$ cat src/rtl/fmul_rr_scheduler_if.sv
// Handshake/bus bundle between the MAC lanes, the round-robin scheduler and the
// shared FP multiplier.
//   req_valid/req_a/req_b/req_ready : per-requester operand handshake (16 bits per lane)
//   mul_a/mul_b/mul_result          : registered operands to, and product from, the multiplier
//   resp_valid/resp_data            : one-hot response pulse plus 32-bit product
//   busy                            : any operation still in flight
// slave  : scheduler side
// master : environment side (requesters plus multiplier)
interface fmul_rr_scheduler_if #(
    parameter int unsigned NREQ = 4
);
    logic [NREQ-1:0]      req_valid;
    logic [16*NREQ-1:0]   req_a;
    logic [16*NREQ-1:0]   req_b;
    logic [NREQ-1:0]      req_ready;
    logic [15:0]          mul_a;
    logic [15:0]          mul_b;
    logic [31:0]          mul_result;
    logic [NREQ-1:0]      resp_valid;
    logic [31:0]          resp_data;
    logic                 busy;

    modport slave (
        input  req_valid, req_a, req_b, mul_result,
        output req_ready, mul_a, mul_b, resp_valid, resp_data, busy
    );

    modport master (
        output req_valid, req_a, req_b, mul_result,
        input  req_ready, mul_a, mul_b, resp_valid, resp_data, busy
    );
endinterface

$ cat src/rtl/fmul_rr_scheduler.sv
// Round-robin scheduler sharing one pipelined FP16xFP16->FP32 multiplier among NREQ
// requesters. At most one operand pair is accepted per cycle; it is registered into
// the multiplier, and its owner id is carried through a tag pipe matching the
// multiplier latency so that the product can be steered back as a one-hot pulse.
// Ports:
//   clock  : system clock, rising edge
//   resetn : synchronous reset, ACTIVE-HIGH despite the name (1 = reset)
//   bus    : fmul_rr_scheduler_if.slave (request handshake, multiplier, responses, busy)
module fmul_rr_scheduler #(
    parameter int unsigned NREQ    = 4,
    parameter int unsigned MUL_LAT = 5,
    parameter int unsigned MAX_OUT = 2
) (
    input  logic               clock,
    input  logic               resetn,
    fmul_rr_scheduler_if.slave bus
);
    localparam int unsigned IdW   = (NREQ > 1) ? $clog2(NREQ) : 1;
    localparam int unsigned CntW  = $clog2(MAX_OUT + 1);
    // Stage 0 lines up with mul_a/mul_b; last stage lines up with mul_result.
    localparam int unsigned PipeD = MUL_LAT + 1;

    logic [IdW-1:0]   ptr_q, ptr_d;
    logic [CntW-1:0]  out_cnt_q [NREQ];
    logic [CntW-1:0]  out_cnt_d [NREQ];
    logic [PipeD-1:0] tag_vld_q;
    logic [IdW-1:0]   tag_id_q [PipeD];
    logic [15:0]      mul_a_q, mul_a_d;
    logic [15:0]      mul_b_q, mul_b_d;
    logic [NREQ-1:0]  resp_valid_q, resp_valid_d;
    logic [31:0]      resp_data_q, resp_data_d;

    logic [NREQ-1:0]  elig;
    logic             grant_vld;
    logic [IdW-1:0]   grant_id;
    logic             accept;
    logic [15:0]      sel_a, sel_b;
    logic [IdW:0]     sum;
    logic [IdW-1:0]   idx;

    // Eligibility uses the counters as held this cycle; a response pulsing now
    // only frees its slot from the next cycle on.
    always_comb begin
        elig = '0;
        for (int i = 0; i < NREQ; i++) begin
            elig[i] = bus.req_valid[i] && (out_cnt_q[i] < CntW'(MAX_OUT));
        end
    end

    // Search starting at the pointer, ascending with wrap.
    always_comb begin
        grant_vld = 1'b0;
        grant_id  = '0;
        sum       = '0;
        idx       = '0;
        for (int k = 0; k < NREQ; k++) begin
            sum = {1'b0, ptr_q} + (IdW + 1)'(k);
            if (sum >= (IdW + 1)'(NREQ)) begin
                sum = sum - (IdW + 1)'(NREQ);
            end
            idx = sum[IdW-1:0];
            if (!grant_vld && elig[idx]) begin
                grant_vld = 1'b1;
                grant_id  = idx;
            end
        end
    end

    assign accept        = grant_vld && !resetn;
    assign bus.req_ready = accept ? (NREQ'(1) << grant_id) : '0;

    always_comb begin
        sel_a = '0;
        sel_b = '0;
        for (int i = 0; i < NREQ; i++) begin
            if (grant_id == IdW'(i)) begin
                sel_a = bus.req_a[16*i +: 16];
                sel_b = bus.req_b[16*i +: 16];
            end
        end
    end

    always_comb begin
        ptr_d   = ptr_q;
        mul_a_d = '0;
        mul_b_d = '0;
        if (accept) begin
            ptr_d   = (grant_id == IdW'(NREQ - 1)) ? '0 : grant_id + IdW'(1);
            mul_a_d = sel_a;
            mul_b_d = sel_b;
        end
    end

    // Accept and response in the same cycle cancel out.
    always_comb begin
        for (int i = 0; i < NREQ; i++) begin
            out_cnt_d[i] = out_cnt_q[i];
            if (accept && (grant_id == IdW'(i)) && !resp_valid_q[i]) begin
                out_cnt_d[i] = out_cnt_q[i] + CntW'(1);
            end else if (resp_valid_q[i] && !(accept && (grant_id == IdW'(i)))) begin
                out_cnt_d[i] = out_cnt_q[i] - CntW'(1);
            end
        end
    end

    always_comb begin
        resp_valid_d = '0;
        resp_data_d  = resp_data_q;
        if (tag_vld_q[PipeD-1]) begin
            resp_valid_d = NREQ'(1) << tag_id_q[PipeD-1];
            resp_data_d  = bus.mul_result;
        end
    end

    always_ff @(posedge clock) begin
        if (resetn) begin
            ptr_q        <= '0;
            tag_vld_q    <= '0;
            mul_a_q      <= '0;
            mul_b_q      <= '0;
            resp_valid_q <= '0;
            resp_data_q  <= '0;
            for (int i = 0; i < NREQ; i++) begin
                out_cnt_q[i] <= '0;
            end
            for (int s = 0; s < PipeD; s++) begin
                tag_id_q[s] <= '0;
            end
        end else begin
            ptr_q        <= ptr_d;
            tag_vld_q    <= {tag_vld_q[PipeD-2:0], accept};
            mul_a_q      <= mul_a_d;
            mul_b_q      <= mul_b_d;
            resp_valid_q <= resp_valid_d;
            resp_data_q  <= resp_data_d;
            for (int i = 0; i < NREQ; i++) begin
                out_cnt_q[i] <= out_cnt_d[i];
            end
            tag_id_q[0] <= grant_id;
            for (int s = 1; s < PipeD; s++) begin
                tag_id_q[s] <= tag_id_q[s-1];
            end
        end
    end

    always_comb begin
        bus.busy = 1'b0;
        for (int i = 0; i < NREQ; i++) begin
            if (out_cnt_q[i] != '0) begin
                bus.busy = 1'b1;
            end
        end
        if (resetn) begin
            bus.busy = 1'b0;
        end
    end

    assign bus.mul_a      = mul_a_q;
    assign bus.mul_b      = mul_b_q;
    assign bus.resp_valid = resp_valid_q;
    assign bus.resp_data  = resp_data_q;
endmodule

$ cat src/flat_wrapper.sv
// flat-port wrapper written by rule: the top's interface ports become plain ports
module fmul_rr_scheduler_flat 
#(
    parameter int unsigned NREQ    = 4,
    parameter int unsigned MUL_LAT = 5,
    parameter int unsigned MAX_OUT = 2
)
  (clock, resetn, bus_req_valid, bus_req_a, bus_req_b, bus_mul_result, bus_req_ready, bus_mul_a, bus_mul_b, bus_resp_valid, bus_resp_data, bus_busy);
  fmul_rr_scheduler_if #(.NREQ(NREQ)) bus_i ();
  input  logic clock;
  input  logic resetn;
  input wire logic [$bits(bus_i.req_valid)-1:0] bus_req_valid;
  input wire logic [$bits(bus_i.req_a)-1:0] bus_req_a;
  input wire logic [$bits(bus_i.req_b)-1:0] bus_req_b;
  input wire logic [$bits(bus_i.mul_result)-1:0] bus_mul_result;
  output wire logic [$bits(bus_i.req_ready)-1:0] bus_req_ready;
  output wire logic [$bits(bus_i.mul_a)-1:0] bus_mul_a;
  output wire logic [$bits(bus_i.mul_b)-1:0] bus_mul_b;
  output wire logic [$bits(bus_i.resp_valid)-1:0] bus_resp_valid;
  output wire logic [$bits(bus_i.resp_data)-1:0] bus_resp_data;
  output wire logic [$bits(bus_i.busy)-1:0] bus_busy;
  assign bus_i.req_valid = bus_req_valid;
  assign bus_i.req_a = bus_req_a;
  assign bus_i.req_b = bus_req_b;
  assign bus_i.mul_result = bus_mul_result;
  assign bus_req_ready = bus_i.req_ready;
  assign bus_mul_a = bus_i.mul_a;
  assign bus_mul_b = bus_i.mul_b;
  assign bus_resp_valid = bus_i.resp_valid;
  assign bus_resp_data = bus_i.resp_data;
  assign bus_busy = bus_i.busy;
  fmul_rr_scheduler #(.NREQ(NREQ), .MUL_LAT(MUL_LAT), .MAX_OUT(MAX_OUT)) u_core (.clock(clock), .resetn(resetn), .bus(bus_i));
endmodule
$ cat config.mk
export PLATFORM = sky130hd
export DESIGN_NAME = fmul_rr_scheduler_flat
export DESIGN_NICKNAME = d
export VERILOG_FILES = /design/src/rtl/fmul_rr_scheduler_if.sv /design/src/rtl/fmul_rr_scheduler.sv /design/src/flat_wrapper.sv
export SDC_FILE = /design/constraint.sdc
export NUM_CORES = 1
export LEC_CHECK = 0
export BUFFER_PORTS_ARGS = -buffer_cell sky130_fd_sc_hd__buf_4
export CAP_MARGIN = 20
export CORE_UTILIZATION = 40
export DETAILED_ROUTE_END_ITERATION = 8
export GPL_TIMING_DRIVEN = 0
export PLACE_DENSITY = 0.81
export SLEW_MARGIN = 20
export SYNTH_ARGS = -nofsm -noshare
export SYNTH_HDL_FRONTEND = slang
export SYNTH_SLANG_ARGS = --single-unit
$ cat constraint.sdc
create_clock -name clock -period 2.9 [get_ports clock]
set_clock_uncertainty 0.05 [all_clocks]
set_input_delay 0.58 -clock clock [delete_from_list [all_inputs] [get_ports clock]]
set_output_delay 0.58 -clock clock [all_outputs]
set_load 0.01 [all_outputs]
==> results.yml <==
timing:
  clock.fmax_ghz: 0.3575
  rsz0062_at_grt: "false"
  period_minus_slack_ns: 2.797
  finalSetupViolCount: 0
  hold_viol_final: 0
  slew-limit-headroom_pct: 64.34
  worstMarginPinSlew_ns: 0.5349
  tns_ns: 0
  slew_violations: 0
  fin_ws_ns: 0.1031
  fin_crit_sh_pct: 96.44
yosys:
  syn_inst: 422
  synthesis.area_sq_um: 4155
  synth_seq_cells: 96
  yosysTopAreaCellShare_pct: 46.25
  synth_edf_count: 0
  yosysTopAreaCell: "dfxtp_1"
  synth.top_cells.by_count: "dfxtp_1 (96), nor2_1 (45), nand2_1 (34)"
  synth.area.top_cells: "dfxtp_1 (46%), mux2i_1 (7.9%), a221o_1 (7.5%), a21oi_2 (5.7%), o211ai_1 (5.6%)"
  synthArstFlopShare_pct: 0
  yosysSeqAreaShare_pct: 46.25
  syn-num-nets: 596
  yosysWarnings: 0
  synth_ff_type: "dfxtp_1"
  synthDistinctLibCells: 38
  postSynthAreaPerCell_sq_um: 9.847
  synth.most_common_cell: "dfxtp_1"
detailed_routing:
  antenna_left: 0
  wl_per_cell_microns: 16.41
  drc: 0
  drt_pass1_iterations: 4
  drt_iter0_markers: 274
  vias: 4096
  finalWirelength_microns: 13270
  viasPerCell: 5.063
cells_and_area:
  drive_above_1_share_pct: 47.78
  syn_to_final_growth_pct: 52.88
  final_nets: 845
  antenna_cells: 0
clock_tree:
  clk_latency_ns: 0.36
  numCtsBuffers: 9
  clk_path_buf_depth: 2
  clkTransAtPathRegs_ns: 0.10
  h-tree-depth: 3
  cts_hold_buf: 0
  clock-root-buffer: "clkbuf_8"
  cts_tree: "built"
  clock-sinks: 96
die:
  die_h_microns: 103.9
  rows: 36
  die_x_microns: 103.9
  start_util_pct: 41.93
  io_pins: 239
  core_area_sq_um: 9910
  die-area_sq_um: 10800
hold_path:
  hold_start: "u_core.tag_vld_q[0]"
  hold_class: "reg -> reg"
  hold_end: "u_core.tag_vld_q[1]"
  hold_depth: 1
power_and_ir_drop:
  peakVddDrop_v: 0.0003570
  power_leakage_uw: 0.002799
  p_per_area_nw_per_um2: 790.4
setup_path:
  regToRegEndpoint: "u_core.out_cnt_q[3][1]"
  cp_max_fo: 10
  path_class: "in -> out"
  worstPathRequired_ns: 2.27
  rr_startpoint: "u_core.out_cnt_q[2][1]"
  cp-end-kind: "primary output"
  cp.arrival_ns: 2.17
  ff2ff_path_depth: 11
  start_kind: "input pin"
  r2r_slack_ns: 0.25
placed_design:
  place_ws_ns: -0.5551
  place.gp.congestion: 0.9181
  port_buffers: 237
  hpwl_microns: 10550
global_routing:
  gr-total-overflow: 0
  grt_start_max_net_pins: 18
  antenna_found_initial: 0
  grt_pass1_vias: 4200
  grt_pass1_wl_microns: 20870
  grt_usage_pct: 24.37
job:
  drv_cap: 0
outcome:
  run_status: "finished, final reports clean"
-- kinds of logic (layout without fill, tap and decap cells) --
| logic type | Yosys count | count (layout) | share of synthesized area (%) |
|---|---|---|---|
| AND/OR/NAND/NOR | 119 | 119 | 14.03 |
| AO/OA/AOI/OAI | 112 | 112 | 21.98 |
| flip-flops | 96 | 96 | 46.25 |
| buffers and inverters | 46 | 300 | 5.691 |
| multiplexers | 33 | 33 | 7.949 |
| adder cells (fa/ha/maj) | 8 | 8 | 2.409 |
| XOR/XNOR | 8 | 8 | 1.686 |
-- placed cells by master (no fill, tap or decap), types with 3 or more instances in the layout --
cell / count
mux2i_1: 33
nor2_1: 43
o21ai_0: 6
nand2_1: 34
buf_2: 8
or3_1: 5
xor2_1: 8
a221o_1: 31
a21oi_1: 11
nor2b_1: 18
a21oi_2: 28
inv_1: 5
clkbuf_1: 12
nand2b_1: 3
o211ai_1: 31
buf_4: 247
ha_1: 8
dfxtp_1: 92
inv_2: 3
buf_6: 5
clkbuf_8: 11
dfxtp_2: 4
-- area by class of cell --
cell class	instances	area, sq um
Inverter	10	43.79
Multi-Input combinational cell	280	2022
Fill cell	816	3557
Timing Repair Buffer	240	1802
Tap cell	133	166.4
Sequential cell	96	1927
Buffer	34	201.4
Clock inverter	5	38.79
Clock buffer	11	151.4
-- critical path, cell delays in order --
cell	delay [ns]
buf_4	0.11
nor2b_1	0.14
or3_1	0.35
and3_4	0.21
ha_1	0.19
buf_4	0.16
inv_4	0.08
buf_6	0.15
nor2_4	0.05
buf_4	0.14
-- sequential cells by signal (all words and copies together), names as in the netlist --
name	count
u_core.bus.mul_a	16
u_core.bus.mul_b	16
u_core.bus.resp_data	32
u_core.bus.resp_valid	4
u_core.out_cnt_q	8
u_core.ptr_q	2
u_core.tag_id_q	12
u_core.tag_vld_q	6
-- per-layer routing --
| layer | track usage (%) | vias up | share of wire, % |
|---|---|---|---|
| li1 | - | 2000 | - |
| met2 | 42.62 | 145 | 51 |
| met3 | 3.634 | 34 | 4.9 |
| met4 | 12.35 | 0 | 3.3 |
| met5 | 0 | - | 0 |
| met1 | 28.95 | 1917 | 41 |
-- power breakdown --
| part | leakage (uW) | switching (uW) | internal (uW) |
|---|---|---|---|
| Combinational | 0.00192 | 1290 | 1230 |
| Sequential | 0.000785 | 113 | 1570 |
| Clock | 0.0000959 | 454 | 363 |
| Total | 0.00280 | 1850 | 3170 |
-- timing repair --
item                                    CTS  global route
endpoints found under the hold margin     0             0
endpoints found under the setup margin    6             2
setup buffers                             3             0
resized for setup                         8             9
pin swaps                                 1             1
-- through the flow --
step / util (%) / std cells / instance area, sq um / total power [uW] / hold slack [ns]
after floorplan: - / 422 / 4158 / 3250 / 0.3638
after global placement: 61.59 / 792 / 6103 / 4069 / 0.3667
after detailed placement: 61.59 / 792 / 6103 / 4142 / 0.3753
after CTS: 63.90 / 809 / 6332 / 5022 / 0.3868
after global routing: 64.10 / 809 / 6352 / 5344 / 0.3901
final: 64.10 / 809 / 6352 / 5021 / 0.3843
-- worst max-delay path by stage --
| stage | startpoint | to | slack [ns] | depth (start not counted) |
|---|---|---|---|---|
| floorplan | bus_req_valid[1] | u_core.out_cnt_q[2][1] | 0.008 | 12 |
| global placement | bus_req_valid[0] | u_core.out_cnt_q[2][1] | -0.48 | 13 |
| detailed placement | bus_req_valid[0] | u_core.out_cnt_q[2][1] | -0.56 | 13 |
| CTS | u_core.out_cnt_q[2][1] | bus_req_ready[3] | 0.002 | 9 |
| global route | u_core.out_cnt_q[2][1] | bus_req_ready[2] | 0.004 | 9 |
| finish | bus_req_valid[1] | bus_req_ready[3] | 0.10 | 10 |
No activity file was read; power rests on OpenSTA's default activity.
